### config.mk
export PLATFORM = sky130hd
export DESIGN_NAME = msg_frame_asm
export DESIGN_NICKNAME = d
export VERILOG_FILES = /design/src/rtl/msg_frame_asm.sv
export SDC_FILE = /design/constraint.sdc
export NUM_CORES = 1
export LEC_CHECK = 0
export BUFFER_PORTS_ARGS = -buffer_cell sky130_fd_sc_hd__buf_2
export CORE_MARGIN = 8
export CORE_UTILIZATION = 60
export CTS_CLUSTER_SIZE = 25
export DETAILED_ROUTE_END_ITERATION = 16
export HOLD_SLACK_MARGIN = 0.08
export PLACE_DENSITY = 0.79
export REMOVE_ABC_BUFFERS = 1
export SKIP_LAST_GASP = 1
export SLEW_MARGIN = 20
export SYNTH_ARGS = -nofsm -noshare
export SYNTH_HDL_FRONTEND = slang
export SYNTH_SLANG_ARGS = --single-unit
### constraint.sdc
create_clock -name clk -period 4.9 [get_ports clk]
set_input_delay 0.49 -clock clk [delete_from_list [all_inputs] [get_ports clk]]
set_output_delay 0.49 -clock clk [all_outputs]
set_load 0.005 [all_outputs]
### src/rtl/msg_frame_asm.sv
// Framed message assembler: hunts for a start-of-frame word, collects a fixed
// number of payload words, optionally verifies an XOR checksum word, enforces
// an inter-word timeout and queues good packets in a small packet FIFO that the
// controller drains through a pop interface. Saturating error counters report
// link health.
module msg_frame_asm #(
    parameter int                   WORD_SIZE        = 8,
    parameter int                   WORDS_PER_PACKET = 4,
    parameter logic [WORD_SIZE-1:0] SOF_WORD         = 8'hA5,
    parameter int                   CHECKSUM_EN      = 1,
    parameter int                   TIMEOUT_CLKS     = 24000,
    parameter int                   FIFO_DEPTH       = 4,
    parameter int                   CNT_WIDTH        = 8
) (
    input  logic                                  clk,
    input  logic                                  reset,
    input  logic [WORD_SIZE-1:0]                  data_in,
    input  logic                                  data_in_valid,
    output logic [WORD_SIZE*WORDS_PER_PACKET-1:0] data_out,
    output logic                                  data_out_avail,
    input  logic                                  data_out_req,
    output logic                                  fifo_full,
    output logic                                  busy,
    output logic [CNT_WIDTH-1:0]                  err_checksum_cnt,
    output logic [CNT_WIDTH-1:0]                  err_timeout_cnt,
    output logic [CNT_WIDTH-1:0]                  err_overflow_cnt
);

    localparam int PKT_W = WORD_SIZE * WORDS_PER_PACKET;
    localparam int IDX_W = $clog2(WORDS_PER_PACKET + 1);
    localparam int TMR_W = $clog2(TIMEOUT_CLKS);
    localparam int AW    = $clog2(FIFO_DEPTH);
    localparam int PTR_W = AW + 1;

    localparam logic [IDX_W-1:0] LAST_IDX = IDX_W'(WORDS_PER_PACKET - 1);
    localparam logic [TMR_W-1:0] TMR_MAX  = TMR_W'(TIMEOUT_CLKS - 1);
    // Write/read pointer XOR pattern when the FIFO holds FIFO_DEPTH packets:
    // wrap bits differ, address bits equal.
    localparam logic [PTR_W-1:0] FULL_XOR = PTR_W'(FIFO_DEPTH);

    typedef enum logic [1:0] {
        IDLE,
        PAYLOAD,
        CHECK
    } state_t;

    // Saturating increment for the error counters.
    function automatic logic [CNT_WIDTH-1:0] sat_inc(input logic [CNT_WIDTH-1:0] v);
        return (&v) ? v : v + CNT_WIDTH'(1);
    endfunction

    state_t                 state;
    logic [IDX_W-1:0]       idx;
    logic [WORD_SIZE-1:0]   acc;
    logic [TMR_W-1:0]       timer;
    logic [PKT_W-1:0]       pkt;

    logic [PKT_W-1:0]       pkt_next;
    logic                   word_last;
    logic                   tmr_expired;
    logic                   push_req;
    logic [PKT_W-1:0]       push_data;
    logic                   chk_err;
    logic                   tmo;

    logic [PKT_W-1:0]       mem [FIFO_DEPTH];
    logic [PTR_W-1:0]       wr_ptr;
    logic [PTR_W-1:0]       rd_ptr;
    logic [PTR_W-1:0]       wr_next;
    logic [PTR_W-1:0]       rd_next;
    logic [PKT_W-1:0]       head_next;
    logic                   empty;
    logic                   full;
    logic                   pop;
    logic                   push_ok;
    logic                   ovf;

    // Frame decode: which event (commit, checksum error, timeout) this cycle produces.
    always_comb begin
        pkt_next    = (pkt << WORD_SIZE) | PKT_W'(data_in);
        word_last   = (idx == LAST_IDX);
        tmr_expired = (timer == TMR_MAX);
        push_req    = 1'b0;
        push_data   = pkt_next;
        chk_err     = 1'b0;
        tmo         = 1'b0;
        case (state)
            PAYLOAD: begin
                if (data_in_valid) begin
                    if (word_last && (CHECKSUM_EN == 0)) begin
                        push_req = 1'b1;
                    end
                end else if (tmr_expired) begin
                    tmo = 1'b1;
                end
            end
            CHECK: begin
                if (data_in_valid) begin
                    if (data_in == acc) begin
                        push_req  = 1'b1;
                        push_data = pkt;
                    end else begin
                        chk_err = 1'b1;
                    end
                end else if (tmr_expired) begin
                    tmo = 1'b1;
                end
            end
            default: begin
            end
        endcase
    end

    // Frame FSM: SOF hunt, payload shift/accumulate, checksum word, timeout.
    always_ff @(posedge clk or posedge reset) begin
        if (reset) begin
            state <= IDLE;
            idx   <= '0;
            acc   <= '0;
            timer <= '0;
            pkt   <= '0;
            busy  <= 1'b0;
        end else begin
            case (state)
                IDLE: begin
                    if (data_in_valid && (data_in == SOF_WORD)) begin
                        idx   <= '0;
                        acc   <= '0;
                        timer <= '0;
                        state <= PAYLOAD;
                        busy  <= 1'b1;
                    end
                end
                PAYLOAD: begin
                    if (data_in_valid) begin
                        pkt   <= pkt_next;
                        acc   <= acc ^ data_in;
                        timer <= '0;
                        if (word_last) begin
                            idx <= '0;
                            if (CHECKSUM_EN != 0) begin
                                state <= CHECK;
                            end else begin
                                state <= IDLE;
                                busy  <= 1'b0;
                            end
                        end else begin
                            idx <= idx + IDX_W'(1);
                        end
                    end else if (tmo) begin
                        timer <= '0;
                        state <= IDLE;
                        busy  <= 1'b0;
                    end else begin
                        timer <= timer + TMR_W'(1);
                    end
                end
                CHECK: begin
                    if (data_in_valid || tmo) begin
                        timer <= '0;
                        state <= IDLE;
                        busy  <= 1'b0;
                    end else begin
                        timer <= timer + TMR_W'(1);
                    end
                end
                default: begin
                    state <= IDLE;
                    busy  <= 1'b0;
                end
            endcase
        end
    end

    // FIFO control: a push into a full FIFO only succeeds when a pop frees a slot
    // on the same edge. The head of the next cycle is bypassed from the push data
    // when the packet being written becomes the head.
    always_comb begin
        empty   = (wr_ptr == rd_ptr);
        full    = ((wr_ptr ^ rd_ptr) == FULL_XOR);
        pop     = data_out_req && !empty;
        push_ok = push_req && (!full || pop);
        ovf     = push_req && full && !pop;
        rd_next = rd_ptr + {{(PTR_W-1){1'b0}}, pop};
        wr_next = wr_ptr + {{(PTR_W-1){1'b0}}, push_ok};
        if (push_ok && (wr_ptr[AW-1:0] == rd_next[AW-1:0])) begin
            head_next = push_data;
        end else begin
            head_next = mem[rd_next[AW-1:0]];
        end
    end

    // Packet storage; contents need no reset because the pointers qualify them.
    always_ff @(posedge clk) begin
        if (push_ok) begin
            mem[wr_ptr[AW-1:0]] <= push_data;
        end
    end

    // FIFO pointers and registered head/status outputs.
    always_ff @(posedge clk or posedge reset) begin
        if (reset) begin
            wr_ptr         <= '0;
            rd_ptr         <= '0;
            data_out       <= '0;
            data_out_avail <= 1'b0;
            fifo_full      <= 1'b0;
        end else begin
            wr_ptr         <= wr_next;
            rd_ptr         <= rd_next;
            data_out       <= head_next;
            data_out_avail <= (wr_next != rd_next);
            fifo_full      <= ((wr_next ^ rd_next) == FULL_XOR);
        end
    end

    // Saturating link-health counters.
    always_ff @(posedge clk or posedge reset) begin
        if (reset) begin
            err_checksum_cnt <= '0;
            err_timeout_cnt  <= '0;
            err_overflow_cnt <= '0;
        end else begin
            if (chk_err) err_checksum_cnt <= sat_inc(err_checksum_cnt);
            if (tmo)     err_timeout_cnt  <= sat_inc(err_timeout_cnt);
            if (ovf)     err_overflow_cnt <= sat_inc(err_overflow_cnt);
        end
    end

endmodule

Yosys cells after proc, flatten, opt, wreduce, memory -nomap -nowiden
Memories as Yosys holds them, arrays and structs flattened. A register that Yosys moved wholly into a read port is not among the register bits.
Cells that the tools add are included.
{"block": "word_totals", "reg_bits": 93, "ram_bits": 128, "in_bits": 12, "mem_count": 1}
{"block": "classes", "n_addsub": 7, "eq_ne": 17, "mux": 37, "bitwise": 7, "n_reduce_logical": 25}
{"name": "mem", "words": 4, "word_bits": 32, "rd": 1, "rd_ports_with_merged_regs": 1, "wr": 1, "line": "66", "text": "logic [PKT_W-1:0] mem [FIFO_DEPTH];"}
{"op": "$mux 32", "count": 3}
{"op": "$mux 15", "count": 4}
{"op": "$pmux 15 s3", "count": 1}
{"op": "$or 32x8->32", "count": 1}
{"op": "$add 8x1->8 const B", "count": 3}
{"op": "$reduce_and 8->1", "count": 3}
{"op": "$mux 8", "count": 2}
{"op": "$pmux 8 s2", "count": 1}
{"op": "$add 15x1->15 const B", "count": 1}
{"op": "$eq 15x15->1 const B", "count": 1}
{"op": "$mux 1", "count": 15}
{"op": "$mux 2", "count": 5}
{"op": "$ne 2x2->1 const B", "count": 5}
{"op": "$reduce_and 2->1", "count": 5}
{"op": "$mux 3", "count": 3}
{"op": "$eq 8x8->1", "count": 1}
{"op": "$eq 8x8->1 const B", "count": 1}
{"op": "$reduce_and 4->1", "count": 2}
{"op": "$xor 8x8->8", "count": 1}
{"op": "$add 3x1->3", "count": 2}
{"op": "$eq 3x3->1 const B", "count": 2}
{"op": "$ne 3x3->1 const B", "count": 2}
{"op": "$pmux 2 s3", "count": 1}
{"op": "$pmux 3 s2", "count": 1}
{"op": "17 further kinds", "count": 27}

Depth between registers and ports, before layout
Gate-level depths: netlist of the first run.
{"block": "depth", "ltp_word": 8, "depth_mapped": 10, "ltp_nobuf": 10}

Least setup slack after synthesis of the first run
No wires, ideal clock.
{"block": "synth_timing", "path_type": "input-to-reg", "startpoint": "in data_in[4]", "endpoint": "mem mem[2][0] (netlist bit) (enable)", "setup_ns": 0.468, "arrival_ns": 3.734, "required_time_ns": 4.432, "path_slack_ns": 0.698, "cell_stages": 5, "cell_sequence": "xnor2_1 > nand4_1 > nor4_4 > nand3_4 > nor3b_1"}
{"block": "synth_via", "elab_chain_len": 7}
{"item": "from (decl)", "line": "17", "text": "input logic [WORD_SIZE-1:0] data_in,"}
{"item": "$eq 8x8->1", "line": "99", "text": "if (data_in == acc) begin"}
{"item": "$mux 1", "line": "99"}
{"item": "$mux 1", "line": "98", "text": "if (data_in_valid) begin"}
{"item": "$mux 1", "line": "87", "text": "case (state)"}
{"item": "$logic_and 1x1->1", "line": "182", "text": "push_ok = push_req && (!full || pop);"}
{"item": "$mux 1", "line": "195", "text": "if (push_ok) begin"}
{"item": "$mux 1 (implied by the code)", "line": "196", "text": "mem[wr_ptr[AW-1:0]] <= push_data;"}
{"item": "to (decl)", "line": "66"}
Every way passes these cells.

Worst setup path after layout of the first run
{"block": "layout_timing", "startpoint": "reg wr_ptr[1]", "endpoint": "reg data_out[17] (read register of mem)"}
{"block": "layout_via", "elab_chain_len": 4}
{"item": "from (decl)", "line": "67", "text": "logic [PTR_W-1:0] wr_ptr;"}
{"item": "from (signal assigned)", "line": "209", "text": "wr_ptr <= wr_next;"}
{"item": "$eq 3x3->1", "line": "179", "text": "empty = (wr_ptr == rd_ptr);"}
{"item": "$logic_not 1->1", "line": "181", "text": "pop = data_out_req && !empty;"}
{"item": "$logic_and 1x1->1", "line": "181"}
{"item": "$add 3x1->3", "line": "184", "text": "rd_next = rd_ptr + {{(PTR_W-1){1'b0}}, pop};"}
{"item": "via rd_next[1]", "line": "70", "text": "logic [PTR_W-1:0] rd_next;"}
{"item": "to (decl)", "line": "19", "text": "output logic [WORD_SIZE*WORDS_PER_PACKET-1:0] data_out,"}
The timed path passes the listed nets, and every way through them passes these cells.
A chain may end at the register's enable or synchronous reset.

==> summary.md, run 1 <==
| Metric | Value |
|---|---|
| LEAKAGE | `between 4 and 5 nW` |
| Crit path time final | `3.238 ns` |
| Die Ht | `148.5 µm` |
| Fraction of layout cells with a size suffix above 1 | `about a third` |
| Layout net count | `769` |
| Remaining DRCs | `0` |
| Multi-input gate area | `~0.0034 mm²` |
| Unrepaired setup endpoints after global routing | `no` |
| Fmax achieved | `308.9 MHz` |
| CP Capture Type | `register` |
| Arr. time, crit path | `3.63 ns` |
| Routed vias | `5971` |
| Synthesis warning total | `0` |
| Number of clock sinks | `253` |
| FFs w/ async S/R, synth | `49.41%` |
| Routed Antenna Nets | `0` |
| Status | `finished clean` |
| HP Class | `input port to async pin` |
| Root buffer cell | `clkbuf_16` |
| TNS Setup | `0 ns` |
| Top FF cell, synth | `edfxtp_1` |
| Global-route wire length before repair | `34290 µm` |
| Core Region | `0.01724 mm²` |
| Min Hold Slack | `0.1288 ns` |
| Syn Area/Cell | `15.97 µm²` |
| Internal reg-to-reg setup slack | `1.66 ns` |
| Final setup fails | `0` |
| CP Launch Type | `register` |
| Post-synthesis register bit count | `253` |
| Most common cell after layout, fill and taps aside | `edfxtp_1` |
| Cell Pwr Density | `564.7 mW/mm²` |
| Number of I/O pins | `71` |
| Routability Congestion | `0.8057` |
| Total Power | `0.006783 W` |
| Final wirelength | `20820 µm` |
| Setup Skew | `approximately 0.012 ns` |
| Post-CTS Setup Inserts | `0` |
| Row cnt | `48` |
| DP HPWL | `about 12000 µm` |
| TritonCTS clock tree | `done` |
| Crit Reg-Reg Startpoint | `wr_ptr[1]` |
| Buffers on Ports | `70` |
| Starting Density | `61.14%` |
| Clock Latency Late Sink | `0.52 ns` |
| Area Growth Syn to Fin | `13.97%` |
| Crit Path Category | `register to register` |
| Hold Vio Cnt, Final | `0` |
| Worst-path fanout max | `35` |
| Drt first pass iters | `4` |
| Drt wl/cell | `~21 µm` |
| Unique masters post-synth | `50` |
| Post-CTS Resized | `0` |
| Total track usage | `between 10% and 20%` |
| Grt total ovfl | `0` |
| Vias in the first global route | `6430` |
| Filler cells | `1128` |
| Largest net degree at the start of global routing | `80` |
| Critical Path Start | `wr_ptr[1]` |
| Post-layout util | `69.69%` |
| Maxcap violations | `0` |
| Mapped Cells | `660` |
| Worst slew margin | `48.53%` |
| Worst-path clk slew | `about 0.060 ns` |
| Die area | `0.02206 mm²` |
| Slew @ Worst Pin | `0.7721 ns` |
| Vias per cell | `6.025` |
| Final instance area | `0.01201 mm²` |
| Chip Width | `148.5 µm` |
| Reg-to-Reg End | `data_out[17]` |
| Req. time, crit path | `5.29 ns` |
| Combined flip-flop and latch cell area | `0.006972 mm²` |
| Dpl cell area | `0.01115 mm²` |
| Slew Viols, Final | `0` |
| CTS Buf Count | `26` |
| Number of synthesized flops with an enable pin | `128` |
| CP endpoint | `data_out[17]` |
| Clk buf depth | `3` |
| First-iteration detailed-routing DRC count | `384` |
| Seq/Total Area, Yosys | `66.15%` |
| Hold Buf Count CTS | `0` |
| Post-synthesis cell area | `roughly 0.011 mm²` |
| VDD IR max | `0.3438 mV` |
| Period utilisation layout | `~66%` |
| Commonest cells after routing, fill and taps aside | `edfxtp_1 (128), dfrtp_1 (125), mux2_2 (97)` |
| H-tree depth | `1` |
| Initial antenna violation count | `0` |
| Worst Reg-to-Reg Cells | `10` |
power breakdown:
group / internal (W) / switching (W)
clock network: 0.00117 / 0.000773
logic: 0.000989 / 0.000888
registers: 0.00270 / 0.000259
total: 0.00486 / 0.00192
logic make-up after synthesis:
kind of cell,synth area share (%)
DFF,66.15
muxes,17.42
and+or+nand+nor,6.482
AOI/OAI and AO/OA,3.894
buffers and inverters,1.721
xor gates and xnor gates,2.909
adders and majority gates,1.425
how the worst min path moves through the flow:
stage / depth (start not counted) / start / end
after floorplan: 1 / timer[14] / timer[14]
after global placement: 1 / err_timeout_cnt[4] / err_timeout_cnt[4]
after detailed placement: 1 / timer[14] / timer[14]
after CTS: 3 / reset / err_checksum_cnt[2]
after global routing: 3 / reset / err_checksum_cnt[0]
final: 3 / reset / err_checksum_cnt[2]
per-stage QoR:
step,worst slack [ns],cells
6_report,1.662,991
5_1_grt,1.502,990
4_1_cts,1.632,990
3_5_place_dp,1.674,942
3_3_place_gp,1.817,942
2_1_floorplan,0.6984,635
sequential cells by signal (all words and copies together) (netlist names), 3 cells and up:
signal,cells
err_timeout_cnt,8
mem,128
pkt,32
wr_ptr,3
err_checksum_cnt,8
rd_ptr,3
acc,8
idx,3
timer,15
data_out,32
err_overflow_cnt,8
area by class of cell:
class / count / area share (%)
repair buffers: 82 / 3.698
well taps: 225 / 2.344
inverters: 13 / 0.4271
flip-flops and latches: 253 / 58.04
multi-input cells: 369 / 28.33
clock inverters: 18 / 1.333
clock buffers: 30 / 5.802
diodes: 1 / 0.02083
per-layer routing:
layer | vias to the layer above | track usage, % | wire [µm]
li1 | 2675 | - | -
met2 | 187 | 33.34 | 10620
met3 | 37 | 3.889 | 1328
met5 | - | 0 | 0
met1 | 3072 | 24.80 | 8439
met4 | 0 | 5.711 | 430
cells in the mapped netlist, drive strengths merged (3+ instances only):
cell / number / share of area, %
and3: 8 / 0.47
o31ai: 7 / 0.50
nand2: 29 / 1.0
buf: 13 / 0.83
nor4: 3 / 0.32
nor2b: 4 / 0.24
a21oi: 5 / 0.24
xor2: 13 / 1.1
nand4b: 3 / 0.25
nand4: 7 / 0.42
clkbuf: 12 / 0.43
o21ai: 30 / 1.4
nor3b: 3 / 0.21
inv: 12 / 0.43
and2: 4 / 0.24
edfxtp: 128 / 36
nor3: 8 / 0.49
nor2: 26 / 0.93
a22o: 3 / 0.25
mux2: 99 / 11
mux4: 32 / 6.8
nand2b: 9 / 0.53
o41ai: 3 / 0.25
ha: 12 / 1.4
xnor2: 22 / 1.8
a31oi: 4 / 0.24
dfrtp: 125 / 30
nand3: 19 / 1.0
critical path, cell delays in order (launching register included):
cell,delay (ns)
dfrtp_1,0.48
xor2_1,0.20
nor2_1,0.12
a21boi_0,0.09
ha_2,0.18
ha_1,0.27
buf_4,0.45
xor2_1,0.21
nor3_4,0.20
buf_4,0.47
mux2_2,0.41
No activity file was read; power rests on OpenSTA's default activity.
==> run 2: changes to the inputs <==
--- a/config.mk
+++ b/config.mk
@@ -5,13 +5,14 @@
 export SDC_FILE = /design/constraint.sdc
 export NUM_CORES = 1
 export LEC_CHECK = 0
+export ABC_AREA = 1
 export BUFFER_PORTS_ARGS = -buffer_cell sky130_fd_sc_hd__buf_2
 export CORE_MARGIN = 8
-export CORE_UTILIZATION = 60
+export CORE_UTILIZATION = 55
 export CTS_CLUSTER_SIZE = 25
 export DETAILED_ROUTE_END_ITERATION = 16
 export HOLD_SLACK_MARGIN = 0.08
-export PLACE_DENSITY = 0.79
+export PLACE_DENSITY = 0.76
 export REMOVE_ABC_BUFFERS = 1
 export SKIP_LAST_GASP = 1
 export SLEW_MARGIN = 20
==> constraint.sdc (replaced) <==
create_clock -name clk -period 2.9 [get_ports clk]
set_input_delay 0.29 -clock clk [delete_from_list [all_inputs] [get_ports clk]]
set_output_delay 0.29 -clock clk [all_outputs]
set_load 0.005 [all_outputs]
==> summary.md, run 2 <==
| Metric | Value |
|---|---|
| Clk network pwr share | `27.2%` |
| NetSw | `0.004293 W` |
| Combined flip-flop and latch cell area | `0.006972 mm²` |
| Global-route wire length before repair | `39790 µm` |
| Chip Width | `158.7 µm` |
| Most frequent cell after synthesis | `nand2_1` |
| Drt first pass iters | `5` |
| Sw Share | `34.73%` |
| H-tree depth | `1` |
| Filler cells | `1558` |
| Total Power | `0.01236 W` |
| Routed Antenna Nets | `0` |
| Routed vias | `just over 8000` |
| Starting Density | `a little under three fifths` |
| CP max stage delay | `0.46 ns` |
| Die Ht | `158.7 µm` |
| TritonCTS clock tree | `done` |
| Place WS | `0.1991 ns` |
| Crit path time final | `2.679 ns` |
| Area Growth Syn to Fin | `14.49%` |
| Gate power share | `33.6%` |
| Mapped Cells | `1147` |
| Cell Pwr Density | `between 900 and 1000 mW/mm²` |
| First-iteration detailed-routing DRC count | `between 500 and 600` |
| Number of I/O pins | `71` |
| Layout net count | `1245` |
| Row cnt | `52` |
| Drt wl/cell | `15.92 µm` |
| Slew @ Worst Pin | `0.8085 ns` |
| FFs w/ async S/R, synth | `49.41%` |
| Most common cell after layout, fill and taps aside | `nand2_1` |
| Fraction of layout cells with a size suffix above 1 | `15.00%` |
| LEAKAGE | `5.626 nW` |
| Max FFs per register | `about 130` |
| Clk buf depth | `3` |
| VDD IR max | `around 0.6 mV` |
| Vias in the first global route | `8053` |
| Number of clock sinks | `253` |
| Sequential power share | `39.3%` |
| Crit Path Category | `register to register` |
| Synth area leaders | `edfxtp_1 (34%), dfrtp_1 (28%), nand2_1 (11%)` |
| Status | `finished clean` |
| Syn Area/Cell | `9.767 µm²` |
| CTS Buf Count | `26` |
| Core Region | `0.02010 mm²` |
| Total track usage | `18.93%` |
| Buffers on Ports | `70` |
| Req. time, crit path | `approximately 3.4 ns` |
| Unique masters post-synth | `38` |
| Multi-input gate area | `0.003602 mm²` |
| Commonest cells after routing, fill and taps aside | `nand2_1 (315), edfxtp_1 (128), o21ai_0 (125), dfrtp_1 (125), inv_1 (105)` |
| Final instance area | `0.01283 mm²` |
| Root buffer cell | `clkbuf_16` |
| Post-CTS Setup Inserts | `0` |
| Remaining DRCs | `0` |
| Top FF cell, synth | `edfxtp_1` |
| Top cell type's share of synthesized area | `34.31%` |
| Post-layout util | `63.80%` |
| Crit path cell chain | `inv_2 > nand2_1 > nand2_1 > nand3_1 > o21ai_0 > inv_1 > ha_2 > ha_1 > xnor2_1 > nand2_1 > inv_1 > nand2_4 > inv_6 > nand2_1 > nand2_1` |
| Worst-path clk slew | `0.06 ns` |
| Setup Skew | `0.01038 ns` |
| Dpl cell area | `0.01192 mm²` |
| Post-synthesis register bit count | `253` |
| Worst-path fanout max | `32` |
| Initial antenna violation count | `0` |
| Hold Vio Cnt, Final | `0` |
| Number of synthesized flops with an enable pin | `around 130` |
| Arr. time, crit path | `3.13 ns` |
| CP max-delay cell | `dfrtp_1` |
| Post-synth top cells | `nand2_1 (315), edfxtp_1 (128), dfrtp_1 (125), o21ai_0 (125), inv_1 (106)` |
| Min Hold Slack | `0.1035 ns` |
| Seq/Total Area, Yosys | `62.23%` |
| Most frequent cell on the critical path | `nand2_1` |
| Grt total ovfl | `0` |
| Setup slack after layout | `~0.22 ns` |
| Vias per cell | `5.339` |
| Post-synthesis cell area | `0.01120 mm²` |
| Critical Path Start | `wr_ptr[0]` |
| DP HPWL | `approximately 15000 µm` |
| Die area | `0.02519 mm²` |
| # diodes | `0` |
| Slew Viols, Final | `0` |
| CP Launch Type | `register` |
| Maxcap violations | `0` |
| Clock Latency Late Sink | `around 0.51 ns` |
| Unrepaired setup endpoints after global routing | `no` |
| Worst Hold Launch | `data_in[3]` |
| Final wirelength | `24050 µm` |
| Area leader, netlist | `edfxtp_1` |
| Pint | `0.008069 W` |
| CP Capture Type | `register` |
| HP Class | `input port to register` |
| Final setup fails | `0` |
| Period utilisation layout | `92.37%` |
| Fmax achieved | `373.3 MHz` |
| Crit Reg-Reg Startpoint | `wr_ptr[0]` |
| Largest net degree at the start of global routing | `66` |
| Routability Congestion | `0.8560` |
| Synthesis warning total | `0` |
| Worst slew margin | `46.10%` |
[run 2: power groups by stage]
stage	Sequential [W]	Combinational (W)	Clock (W)
floorplan	0.00489	0.00272	0
global placement	0.00491	0.00399	0
detailed placement	0.00492	0.00411	0
CTS	0.00486	0.00416	0.00341
global route	0.00492	0.00474	0.00356
finish	0.00486	0.00415	0.00336
[run 2: logic make-up after synthesis]
family | Yosys count | synth area share (%)
AO/OA/AOI/OAI | 189 | 9.594
adder cells (fa/ha/maj) | 12 | 1.340
XOR/XNOR | 24 | 1.876
multiplexers | 1 | 0.08935
buffers and inverters | 158 | 5.819
AND/OR/NAND/NOR | 510 | 19.05
flip-flops | 253 | 62.23
[run 2: critical path, delay by kind of cell, from the launching register on]
family / cells / cell delay [ns]
flip-flops: 1 / 0.46
buffers and inverters: 4 / 0.58
AND/OR/NAND/NOR: 7 / 0.63
XOR/XNOR: 1 / 0.16
adder cells (fa/ha/maj): 2 / 0.51
AO/OA/AOI/OAI: 1 / 0.26
[run 2: repair_timing]
action | CTS | global route
hold buffers | 1 | 0
hold endpoints to repair | 47 | 0
endpoints found under the setup margin | 0 | 32
resized for setup | 0 | 5
[run 2: per-layer routing]
metal  vias up  wire length, µm  GRT usage [%]
li1       3954                -              -
met1      3834            10320          23.62
met2       228            11790          32.81
met3        46             1372          3.102
met4         0              559          6.623
met5         -                0              0
[run 2: path summary, 6_finish.rpt]
kind                                            end  slack (ns)  cells past startpoint
worst min-delay path                         pkt[3]        0.10                      3
worst max register to register         data_out[20]        0.22                     15
worst min register to register              pkt[25]        0.49                      2
max in group asynchronous       err_checksum_cnt[5]        1.81                      4
min in group asynchronous       err_overflow_cnt[3]        0.36                      3
worst max-delay path                   data_out[20]        0.22                     15
[run 2: cell type report]
class                           count  area share (%)
Multi-Input combinational cell    736           28.08
Tap cell                          270           2.634
Timing Repair Buffer               91           4.624
Clock inverter                      8          0.7316
Clock buffer                       39           6.165
Sequential cell                   253           54.36
Inverter                          113           3.405
[run 2: metrics by stage]
step | cells | setup TNS (ns)
after floorplan | 1102 | -236.76
after detailed placement | 1462 | 0
after global routing | 1510 | 0
after global placement | 1462 | 0
final | 1510 | 0
after CTS | 1510 | 0
